==> src/rtl/btn_debounce_pkg.sv <==
// ---------------------------------------------------------------------------
// btn_debounce_pkg
//
// Purpose:
//   Shared constants and types for the push-button conditioning front end.
//   Holds the debounce FSM state encodings, the default debounce settings
//   and the per-cycle event bundle produced by the FSM next-state logic.
//   Later input stages that reuse the same debounce scheme import this
//   package so that state encodings stay identical across the codebase.
//
// Contents:
//   state_t                  2-bit FSM state type
//   ST_IDLE .. ST_DISARMING  state encodings (legacy-compatible constants)
//   DEFAULT_DEBOUNCE_CYCLES  default stable-sample requirement
//   DEFAULT_CNT_W            default stability counter width
//   DEFAULT_GLITCH_W         default rejected-glitch counter width
//   fsm_evt_t                one-cycle events decided by the FSM
// ---------------------------------------------------------------------------
package btn_debounce_pkg;

  typedef logic [1:0] state_t;

  // State encodings. Bit 1 is the accepted level the state belongs to and
  // bit 0 marks a candidate (still-counting) state.
  localparam logic [1:0] ST_IDLE      = 2'd0;  // accepted level 0
  localparam logic [1:0] ST_ARMING    = 2'd1;  // candidate level 1
  localparam logic [1:0] ST_HELD      = 2'd2;  // accepted level 1
  localparam logic [1:0] ST_DISARMING = 2'd3;  // candidate level 0

  // Defaults sized for simulation; CNT_W bounds the largest usable setting.
  localparam int DEFAULT_DEBOUNCE_CYCLES = 4;
  localparam int DEFAULT_CNT_W           = 16;
  localparam int DEFAULT_GLITCH_W        = 8;

  // Events decided combinationally in a cycle and registered by the top.
  // 'rise' / 'fall' are accepted level changes, 'reject' is an aborted
  // candidate (a glitch).
  typedef struct packed {
    logic rise;
    logic fall;
    logic reject;
  } fsm_evt_t;

endpackage : btn_debounce_pkg

==> src/rtl/btn_debounce_sync_2ff.sv <==
// ---------------------------------------------------------------------------
// sync_2ff
//
// Purpose:
//   Two-flop synchroniser for asynchronous inputs entering the clk domain.
//   The first stage may go metastable; only the second stage is used by
//   downstream logic. Both stages clear to 0 on synchronous reset so that a
//   level held high through reset is seen as a fresh 0->1 edge afterwards.
//
// Parameters:
//   WIDTH  number of independent single-bit lines synchronised in parallel
//
// Ports:
//   clk    input   1      system clock
//   reset  input   1      synchronous, active-high reset
//   d      input   WIDTH  asynchronous input lines
//   q      output  WIDTH  synchronised lines, two clk cycles of latency
// ---------------------------------------------------------------------------
module sync_2ff #(
  parameter int WIDTH = 1
) (
  input  logic             clk,
  input  logic             reset,
  input  logic [WIDTH-1:0] d,
  output logic [WIDTH-1:0] q
);

  // sync1 / sync2 stages of the chain.
  logic [WIDTH-1:0] sync1_reg;
  logic [WIDTH-1:0] sync2_reg;

  always_ff @(posedge clk) begin
    if (reset) begin
      sync1_reg <= '0;
      sync2_reg <= '0;
    end else begin
      sync1_reg <= d;
      sync2_reg <= sync1_reg;
    end
  end

  assign q = sync2_reg;

endmodule : sync_2ff

==> src/rtl/btn_debounce.sv <==
// ---------------------------------------------------------------------------
// btn_debounce
//
// Purpose:
//   Conditions a raw, bouncy push-button into a clean registered level plus
//   single-cycle press / release pulses. press_pulse is meant to drive a
//   downstream counter's count enable so each physical press advances it
//   exactly once. Candidate level changes that are not stable for
//   DEBOUNCE_CYCLES consecutive synchronised samples are rejected and
//   counted in a saturating glitch counter.
//
// Parameters:
//   DEBOUNCE_CYCLES  consecutive identical samples needed to accept a change
//                    (1..65535, must be < 2**CNT_W)
//   CNT_W            stability counter width
//   GLITCH_W         rejected-glitch counter width
//
// Ports:
//   clk            input   1         system clock, all logic on posedge
//   reset          input   1         synchronous, active-high reset
//   btn_in         input   1         raw asynchronous button input
//   btn_level      output  1         debounced level, registered
//   press_pulse    output  1         one-cycle pulse on accepted 0->1
//   release_pulse  output  1         one-cycle pulse on accepted 1->0
//   glitch_cnt     output  GLITCH_W  rejected transitions, saturating
//
// Timing:
//   btn_in first sampled high at posedge N (and held) gives btn_level=1 and
//   press_pulse=1 after posedge N+1+DEBOUNCE_CYCLES: two synchroniser
//   stages, then DEBOUNCE_CYCLES FSM samples, with the pulse and level
//   registered on the edge that takes the last sample. Release mirrors it.
// ---------------------------------------------------------------------------
module btn_debounce
  import btn_debounce_pkg::*;
#(
  parameter int DEBOUNCE_CYCLES = DEFAULT_DEBOUNCE_CYCLES,
  parameter int CNT_W           = DEFAULT_CNT_W,
  parameter int GLITCH_W        = DEFAULT_GLITCH_W
) (
  input  logic                clk,
  input  logic                reset,
  input  logic                btn_in,
  output logic                btn_level,
  output logic                press_pulse,
  output logic                release_pulse,
  output logic [GLITCH_W-1:0] glitch_cnt
);

  // -------------------------------------------------------------------------
  // Constants
  // -------------------------------------------------------------------------
  // The sample that completes a candidate is the one where cnt+1 reaches
  // this value; the entry sample from IDLE/HELD already counts as one.
  localparam logic [CNT_W-1:0]    CNT_TARGET    = CNT_W'(DEBOUNCE_CYCLES);
  localparam logic [CNT_W-1:0]    CNT_ONE       = CNT_W'(1);
  localparam bit                  SINGLE_SAMPLE = (DEBOUNCE_CYCLES == 1);
  localparam logic [GLITCH_W-1:0] GLITCH_MAX    = '1;
  localparam logic [GLITCH_W-1:0] GLITCH_ONE    = GLITCH_W'(1);

  // -------------------------------------------------------------------------
  // Synchroniser: the FSM only ever looks at the second flop.
  // -------------------------------------------------------------------------
  logic sync_btn;

  sync_2ff #(
    .WIDTH (1)
  ) u_sync (
    .clk   (clk),
    .reset (reset),
    .d     (btn_in),
    .q     (sync_btn)
  );

  // -------------------------------------------------------------------------
  // State
  // -------------------------------------------------------------------------
  state_t              state_reg;
  state_t              state_next;
  logic [CNT_W-1:0]    cnt_reg;
  logic [CNT_W-1:0]    cnt_next;
  logic [CNT_W-1:0]    cnt_inc;
  fsm_evt_t            evt_next;

  logic                level_reg;
  logic                level_next;
  logic                press_reg;
  logic                release_reg;
  logic [GLITCH_W-1:0] glitch_reg;
  logic [GLITCH_W-1:0] glitch_next;

  assign cnt_inc = cnt_reg + CNT_ONE;

  // -------------------------------------------------------------------------
  // FSM next-state logic
  //
  // Candidate states count samples that agree with the candidate level. Any
  // disagreeing sample aborts back to the accepted state and flags a reject.
  // -------------------------------------------------------------------------
  always_comb begin
    state_next = state_reg;
    cnt_next   = cnt_reg;
    evt_next   = '0;

    case (state_reg)
      ST_IDLE: begin
        if (sync_btn) begin
          if (SINGLE_SAMPLE) begin
            // One sample is enough: accept immediately.
            state_next    = ST_HELD;
            cnt_next      = '0;
            evt_next.rise = 1'b1;
          end else begin
            state_next = ST_ARMING;
            cnt_next   = CNT_ONE;
          end
        end
      end

      ST_ARMING: begin
        if (sync_btn) begin
          if (cnt_inc == CNT_TARGET) begin
            state_next    = ST_HELD;
            cnt_next      = '0;
            evt_next.rise = 1'b1;
          end else begin
            cnt_next = cnt_inc;
          end
        end else begin
          state_next      = ST_IDLE;
          cnt_next        = '0;
          evt_next.reject = 1'b1;
        end
      end

      ST_HELD: begin
        if (!sync_btn) begin
          if (SINGLE_SAMPLE) begin
            state_next    = ST_IDLE;
            cnt_next      = '0;
            evt_next.fall = 1'b1;
          end else begin
            state_next = ST_DISARMING;
            cnt_next   = CNT_ONE;
          end
        end
      end

      ST_DISARMING: begin
        if (!sync_btn) begin
          if (cnt_inc == CNT_TARGET) begin
            state_next    = ST_IDLE;
            cnt_next      = '0;
            evt_next.fall = 1'b1;
          end else begin
            cnt_next = cnt_inc;
          end
        end else begin
          // Bounce back to 1 before the release was confirmed.
          state_next      = ST_HELD;
          cnt_next        = '0;
          evt_next.reject = 1'b1;
        end
      end

      default: begin
        state_next = ST_IDLE;
        cnt_next   = '0;
      end
    endcase
  end

  // -------------------------------------------------------------------------
  // Output next values
  // -------------------------------------------------------------------------
  always_comb begin
    level_next = level_reg;
    if (evt_next.rise) begin
      level_next = 1'b1;
    end else if (evt_next.fall) begin
      level_next = 1'b0;
    end
  end

  // Saturate rather than wrap so a noisy input cannot fake a low count.
  always_comb begin
    glitch_next = glitch_reg;
    if (evt_next.reject && (glitch_reg != GLITCH_MAX)) begin
      glitch_next = glitch_reg + GLITCH_ONE;
    end
  end

  // -------------------------------------------------------------------------
  // Registers. Reset overrides every transition decided in the same cycle.
  // -------------------------------------------------------------------------
  always_ff @(posedge clk) begin
    if (reset) begin
      state_reg   <= ST_IDLE;
      cnt_reg     <= '0;
      level_reg   <= 1'b0;
      press_reg   <= 1'b0;
      release_reg <= 1'b0;
      glitch_reg  <= '0;
    end else begin
      state_reg   <= state_next;
      cnt_reg     <= cnt_next;
      level_reg   <= level_next;
      // Pulses are registered on the same edge the level changes, so they
      // coincide with the first cycle of the new level and last one cycle.
      press_reg   <= evt_next.rise;
      release_reg <= evt_next.fall;
      glitch_reg  <= glitch_next;
    end
  end

  assign btn_level     = level_reg;
  assign press_pulse   = press_reg;
  assign release_pulse = release_reg;
  assign glitch_cnt    = glitch_reg;

endmodule : btn_debounce
==> config.mk <==
export PLATFORM = sky130hd
export DESIGN_NAME = btn_debounce
export DESIGN_NICKNAME = d
export VERILOG_FILES = /design/src/rtl/btn_debounce_pkg.sv /design/src/rtl/btn_debounce_sync_2ff.sv /design/src/rtl/btn_debounce.sv
export SDC_FILE = /design/constraint.sdc
export NUM_CORES = 1
export LEC_CHECK = 0
export ABC_CLOCK_PERIOD_IN_PS = 4300
export BUFFER_PORTS_ARGS = -buffer_cell sky130_fd_sc_hd__buf_2
export CORE_MARGIN = 1.5
export CORE_UTILIZATION = 63
export DETAILED_ROUTE_END_ITERATION = 16
export PLACE_DENSITY = 0.83
export SYNTH_ARGS = -nofsm -noshare
export SYNTH_HDL_FRONTEND = slang
export SYNTH_HIERARCHICAL = 1
export SYNTH_SLANG_ARGS = --single-unit
==> constraint.sdc <==
create_clock -name clk -period 4.3 [get_ports clk]
set_input_delay 0.43 -clock clk [delete_from_list [all_inputs] [get_ports clk]]
set_output_delay 0.43 -clock clk [all_outputs]
set_load 0.01 [all_outputs]
Word-level counts from Yosys, hierarchy flattened
Index checks and enable logic that the tools add are counted.
{ "classes": {"n_addsub": 2, "eq_ne": 9, "muxes": 23, "reduce_logical": 5} }
{ "op_table": {"columns": ["op", "n"], "rows": [
  ["16-bit 2-to-1 mux", 5],
  ["16-bit case mux with 4 select lines", 1],
  ["16-bit by 1-bit adder with 16-bit output (second input constant)", 1],
  ["16-bit by 3-bit equality test with 1-bit output (second input constant)", 1],
  ["2-bit 2-to-1 mux", 6],
  ["1-bit 2-to-1 mux", 9],
  ["8-bit by 1-bit adder with 8-bit output (second input constant)", 1],
  ["8-bit inequality test (second input constant)", 1],
  ["2-bit case mux with 4 select lines", 1],
  ["2-bit equality test (second input constant)", 2],
  ["4-bit AND reduction", 1],
  ["3-bit by 2-bit inequality test with 1-bit output (second input constant)", 1],
  ["3-bit inequality test (second input constant)", 1],
  ["2-bit by 1-bit equality test with 1-bit output (second input constant)", 1],
  ["2-bit zero test", 1],
  ["2-bit by 1-bit inequality test with 1-bit output (second input constant)", 1],
  ["2-bit inequality test (second input constant)", 1],
  ["1-bit case mux with 2 select lines", 1],
  ["2-bit AND reduction", 1],
  ["2-bit nonzero test", 1],
  ["1-bit logical AND", 1]
]} }
{ "word_totals": {"register_bits": 31, "inputBits": 3, "output_inout_bits": 11, "word_cells": 47} }

Longest topological paths before layout
Gate-level depths: netlist of the first run.
{ "logic_depth": {"ltp_word": 7, "ltp_mapped": 9, "mapped_depth_nobuf": 8} }

Hierarchy
The synthesis of the first run kept the hierarchy.
{ "modules_own_cells": {"columns": ["module", "instances", "cells_each", "area_each_um2", "seq_area_each_um2"], "rows": [
  ["btn_debounce", 1, 202, 1655.3, 580.6],
  ["sync_2ff", 1, 4, 52.6, 40.0]
]} }

Worst setup path after synthesis of the first run
No wires, ideal clock.
{ "synth_path": {"path_type": "register to register", "start": "register cnt_reg[5]", "end": "register cnt_reg[10]", "setup_time_ns": 0.117, "t_arrival_ns": 1.934, "required_ns": 4.183, "setup_slack_ns": 2.250, "stages_incl_launch_ff": 10, "path_buffers": 2, "period_less_slack_ns": 2.050, "path_cell_list": "dfxtp_1 buf_4 and4_1 buf_4 and3_4 nand4_2 a2111oi_4 and4b_4 nor2_1 a22o_1"} }
{ "synth_via": {"elab_chain_len": 5, "word_cells_on_any_way": 6, "classes_between": "add/sub: 1; eq/ne: 1; mux: 4"} }
{ "synth_lines": {"columns": ["element", "line_no", "text"], "rows": [
  ["start, declared", "btn_debounce.sv:79", "logic [CNT_W-1:0] cnt_reg;"],
  ["start signal, assigned", "btn_debounce.sv:205", "cnt_reg <= cnt_next;"],
  ["16-bit by 1-bit adder with 16-bit output (*)", "btn_debounce.sv:91", "assign cnt_inc = cnt_reg + CNT_ONE;"],
  ["16-bit by 3-bit equality test with 1-bit output", "btn_debounce.sv:121, btn_debounce.sv:150", null],
  ["16-bit 2-to-1 mux (*)", "btn_debounce.sv:121, btn_debounce.sv:150", null],
  ["16-bit 2-to-1 mux, on equally long branches", "btn_debounce.sv:149, btn_debounce.sv:120", null],
  ["16-bit case mux with 4 select lines (*)", "btn_debounce.sv:104", "case (state_reg)"]
]} }
Every way passes the cells marked *; elsewhere a longest branch is shown, timed or not.
A chain may end at the register's enable or synchronous reset.

Worst setup path in the final report of the first run
{ "layout_path": {"start": "register cnt_reg[0]", "end": "register level_reg, in the netlist btn_level"} }
{ "layout_via": {"elab_chain_len": 6, "word_cells_on_any_way": 9, "classes_between": "add/sub: 1; eq/ne: 1; mux: 6; reduce/logical: 1"} }
{ "layout_lines": {"columns": ["element", "line_no", "text"], "rows": [
  ["16-bit by 1-bit adder with 16-bit output (*)", "btn_debounce.sv:91", null],
  ["16-bit by 3-bit equality test with 1-bit output (*)", "btn_debounce.sv:121, btn_debounce.sv:150", null],
  ["1-bit 2-to-1 mux (*)", "btn_debounce.sv:121, btn_debounce.sv:150", null],
  ["1-bit 2-to-1 mux, on equally long branches", "btn_debounce.sv:120, btn_debounce.sv:149", null],
  ["1-bit 2-to-1 mux", "btn_debounce.sv:104", null],
  ["1-bit 2-to-1 mux or 2-bit nonzero test (tied branches)", null, null],
  ["end signal, assigned", "btn_debounce.sv:206", "level_reg <= level_next;"],
  ["end, declared", "btn_debounce.sv:84", "logic level_reg;"]
]} }
Marks and branches as above.

==> results.toml, run 1 <==
[clock_network]
clock_path_buffers = 2
htree_levels = 2
cts_num_sinks = 31
postCtsHoldBufs = 0
postCtsSetupBuffers = 0
clock_latency_ps = 330
cts.clk_slew.worst_paths_ps = 90
cts-root-buf = "clkbuf_4"
tritoncts = "yes"
cts-resized-gates = 0
cts_buffers = 5

[floorplan]
row_count = 18
start_util_pct = 67.7
io_pins = 14
die_h_um = 55.1
dieArea_um2 = 3030
die_w_um = 55.1
core_area_um2 = 2520

[power_and_ir_drop]
seqPwrFrac_pct = 58.6
swShare_pct = 21.9
vdd_drop_max_uv = 229
power.switching_uw = 109
power_frac_comb_pct = 2.9
leakagePower_nw = 0.681
internal_power_uw = 389
pwr-share-clk_pct = 38.6
cellPowerDensity_nw_per_um2 = 275

[flow_run]
maxCapViolCount = 0

[drt]
viasPerCell = 6.39
drtIter0Drc = 47
ant_nets = 0
wl_um = 3740
wl_per_cell_um = 15.2
dr_total_vias = 1572
first_pass_iters = 4
drc = 0

[timing]
tightest_slew_ps = 714
max-slew-margin-rel_pct = 52.2
min_period_over_period_pct = 56.2
final-hold-violation-count = 0
setup_viol = 0
setup_ws_ps = 1880
slew_violations = 0
fin_crit_ps = 2420
max_freq_mhz = 414
rsz0062_at_grt = "false"
tns_ps = 0
hold_slack_ps = 319
clock_skew_ps = 11.8

[placed_design]
dpl.hpwl_um = 2690
io_buffers = 13
place_inst = 238
gp_congestion = 0.873
preCtsSetupSlack_ps = 1950

[finish]
largest_reg_flops = 16
fillers = 200
layout-drive-gt1-share_pct = 13.9
utilization_pct = 71.9
nets = 221
syn_to_final_growth_pct = 6.23
final_cell_count_no_fill = 246
diodes = 0

[synthesis]
async_flop_share_pct = 0
synthFlopType = "dfxtp_1"
syn_area_um2 = 1710
yosys-top-cells-count = "dfxtp_1, nor2_1, nand2_1, nand3_1, o21ai_0"
yosysWarnings = 6
yosys.area.top_type = "dfxtp_1"
syn_inst = 206
synth_edf_count = 0
ys_types = 47
synthTopCellsByArea = "dfxtp_1, nor2_1, nand2_1"
synth_nets = 212
synth_top_area_share_pct = 36.3
avgSynthCellArea_um2 = 8.29
synth_most_common_cell = "dfxtp_1"
ys_ff_latch = 31
seq_area_frac_synth_pct = 36.3

[critical_path]
end_kind = "flop"
crit_type = "reg2reg"
path_cells = "ha_1 > and3_4 > nand4_2 > a2111oi_4 > nand4b_2 > o311ai_1 > o21ai_1"
critPathMaxFanout = 9
worst-endpoint-arrival_ps = 2630
slowest_delay_ps = 500
required_ps = 4510
start_kind = "flop"
slowest_stage = "dfxtp_1"

[global_route]
grt_max_degree = 23
antenna_found_initial = 0
track_usage_pct = 28.5
grt_pass1_wl_um = 6000
grt_pass1_vias = 1346
overflow = 0

[status]
outcome = "finished, final reports clean"

[worst_hold_path]
hold_class = "in2reg"
[cell families (layout without fill, tap and decap cells)]
family                     Yosys count  after routing  share of synthesized area [%]
adders and majority gates            3              3                           2.20
muxes                                1              1                          0.586
AOI/OAI and AO/OA                   44             44                           17.3
buffers and inverters               14             24                           4.47
DFF                                 31             31                           36.3
and+or+nand+nor                     99             99                           31.9
xor gates and xnor gates            14             14                           7.18
[cell usage in the layout, fill, tap and decap left out, types with 5 or more instances in the layout]
master and count:
o21ai_0 13, clkbuf_4 5, nor2_1 23, nand4_1 9, nor3_1 8, a21oi_1 10, xnor2_1 7, nand2_1 21
dfxtp_1 31, xor2_1 7, nand3_1 13, buf_2 13
[power by group through the flow]
stage	logic, mW	clock network (mW)	registers, mW
after global routing	0.0163	0.206	0.292
after CTS	0.0144	0.195	0.292
after detailed placement	0.0144	0	0.298
final	0.0143	0.192	0.292
after global placement	0.0139	0	0.298
after floorplan	0.0104	0	0.298
[per-stage QoR]
step	instance area (µm²)	total power [mW]
floorplan	1710	0.308
global placement	1750	0.312
detailed placement	1750	0.313
CTS	1810	0.501
global route	1810	0.515
finish	1810	0.498
[critical path: cells and delay by family, from the launching register on]
kind,cells,cell delay (ps)
simple gates,3,640
flops,1,500
fa+ha+maj,1,360
compound gates,3,810
[path summary, 6_finish.rpt]
check	from	to	slack [ps]	cells after the start
setup / recovery	cnt_reg[0]	btn_level	1880	7
hold / removal	btn_in	u_sync/sync1_reg	320	2
setup reg to reg	cnt_reg[0]	btn_level	1880	7
hold reg to reg	u_sync/sync1_reg	u_sync/q	450	1
[final cells by class]
class,instances,area [µm²],share of cell area [%]
Sequential cell,31,621,34.2
Tap cell,30,37.5,2.07
Multi-Input combinational cell,161,1010,55.7
Inverter,3,11.3,0.621
Clock buffer,8,68.8,3.79
Timing Repair Buffer,13,65.1,3.59
[routing by layer]
metal	vias to the layer above	GRT usage [%]	routed length [µm]
met5	-	0	0
met4	0	11.8	61
met3	7	6.99	215
met2	52	49.6	1870
met1	741	33.2	1590
li1	772	-	-
No activity file was read; power rests on OpenSTA's default activity.
==> run 2: changes to the inputs <==
- ABC_CLOCK_PERIOD_IN_PS: 4300 -> 2350
- CORE_UTILIZATION: 63 -> 58
- PLACE_DENSITY: 0.83 -> 0.78
- clock period: 4.3 -> 2.35 ns (I/O delays scaled with it)
==> results.toml, run 2 (synthesis results as in run 1) <==
[floorplan]
io_pins = 14
core_area_um2 = 2780
die_w_um = 57.3
row_count = 19
die_h_um = 57.3
dieArea_um2 = 3280
start_util_pct = 61.4

[worst_hold_path]
hold_end = "u_sync/sync1_reg"
worstHoldPathCells = 2
hold_class = "in2reg"
min_from = "btn_in"

[finish]
nets = 234
final_area_um2 = 1970
largest_reg_flops = 16
syn_to_final_growth_pct = 15.3
final_cell_count_no_fill = 260
diodes = 0
fillers = 214
layout-drive-gt1-share_pct = 22.3
final_cell_mix = "dfxtp_1, nor2_1, nand2_1"
final_common_cell = "dfxtp_1"

[timing]
setup_ws_ps = 127
tightest_slew_ps = 687
max-slew-margin-rel_pct = 54.0
final-hold-violation-count = 0
setup_viol = 0
fin_crit_ps = 2220
clock_skew_ps = 5.36
max_freq_mhz = 450
slew_violations = 0
hold_slack_ps = 122
min_period_over_period_pct = 94.6

[power_and_ir_drop]
leakagePower_nw = 0.779
vdd_drop_max_uv = 714
cellPowerDensity_nw_per_um2 = 547
power_mw = 1.08

[critical_path]
slowest_delay_ps = 430
r2r_slack_ps = 130
reg2reg_from = "cnt_reg[1]"
start_kind = "flop"
rr_worst_depth = 7
crit_type = "reg2reg"
crit_family = "compound AO/OA/AOI/OAI gates"
slowest_stage = "dfxtp_2"
path_cells = "ha_1 > and3_4 > nand4_2 > a2111oi_4 > nand4b_2 > o311ai_1 > o21ai_1"
rr_endpoint = "btn_level"
required_ps = 2560
critPathMaxFanout = 8
worst-path-buf-inv = 0
worst-endpoint-arrival_ps = 2430
end_kind = "flop"

[clock_network]
postCtsHoldBufs = 0
htree_levels = 2
cts_buffers = 5
clock_path_buffers = 2
tritoncts = "yes"
cts_num_sinks = 31
cts-root-buf = "clkbuf_4"
cts.clk_slew.worst_paths_ps = 100
clock_latency_ps = 320

[status]
outcome = "finished, final reports clean"

[drt]
drc = 0
first_pass_iters = 5
wl_um = 3920
dr_total_vias = 1593
drtIter0Drc = 79
wl_per_cell_um = 15.1
ant_nets = 0
viasPerCell = 6.13

[placed_design]
preCtsSetupSlack_ps = 68.3
dpl.hpwl_um = 2790
dpl_cell_area_um2 = 1840
io_buffers = 13
gp_congestion = 0.873
place_inst = 251

[global_route]
overflow = 0
track_usage_pct = 25.9
grt_pass1_wl_um = 6540
grt_max_degree = 23
grt_pass1_vias = 1461
antenna_found_initial = 0

[flow_run]
maxCapViolCount = 0
## run 2: cell types whose count changed in the layout (fill, tap and decap cells not counted), moves of 2 or more
cell / delta
dfxtp_2: +5
clkbuf_8: -2
nand3_2: +2
nand3_1: -2
bufinv_16: +2
dfxtp_1: -5
buf_4: +13
## run 2: layout make-up
class | instances | area [µm²] | share of cell area [%]
Clock buffer | 6 | 41.3 | 2.10
Clock inverter | 2 | 60.1 | 3.05
Tap cell | 31 | 38.8 | 1.97
Inverter | 3 | 11.3 | 0.572
Sequential cell | 31 | 627 | 31.8
Multi-Input combinational cell | 161 | 1030 | 52.2
Timing Repair Buffer | 26 | 163 | 8.26
## run 2: how the worst max path moves through the flow
stage          startpoint  depth (start not counted)          end
2_1_floorplan  cnt_reg[5]                          9  cnt_reg[10]
3_3_place_gp   cnt_reg[2]                          7  cnt_reg[10]
3_5_place_dp   cnt_reg[1]                          7    btn_level
4_1_cts        cnt_reg[1]                          7    btn_level
5_1_grt        cnt_reg[1]                          9    btn_level
6_report       cnt_reg[1]                          7    btn_level
## run 2: through the flow
| step | util, % | TNS [ps] |
|---|---|---|
| 3_3_place_gp | 66.0 | 0 |
| 3_5_place_dp | 66.0 | 0 |
| 2_1_floorplan | - | 0 |
| 5_1_grt | 70.8 | -4.54 |
| 4_1_cts | 69.7 | 0 |
| 6_report | 70.8 | 0 |
## run 2: report_power, final
| group | internal, mW | switching (mW) | leakage [nW] |
|---|---|---|---|
| Clock | 0.332 | 0.183 | 0.0525 |
| Combinational | 0.00871 | 0.0200 | 0.474 |
| Sequential | 0.529 | 0.00517 | 0.253 |
## run 2: per-layer routing
metal / part of all wire (%) / GRT usage (%)
met5: 0 / 0
met4: 0.48 / 6.64
met3: 5.3 / 9.07
met2: 52 / 44.2
met1: 42 / 31.1
## run 2: timing repair
item                       4_1_cts  5_1_grt
setup endpoints to repair        0        9
gates resized for setup          0        9
setup buffers                    0        1
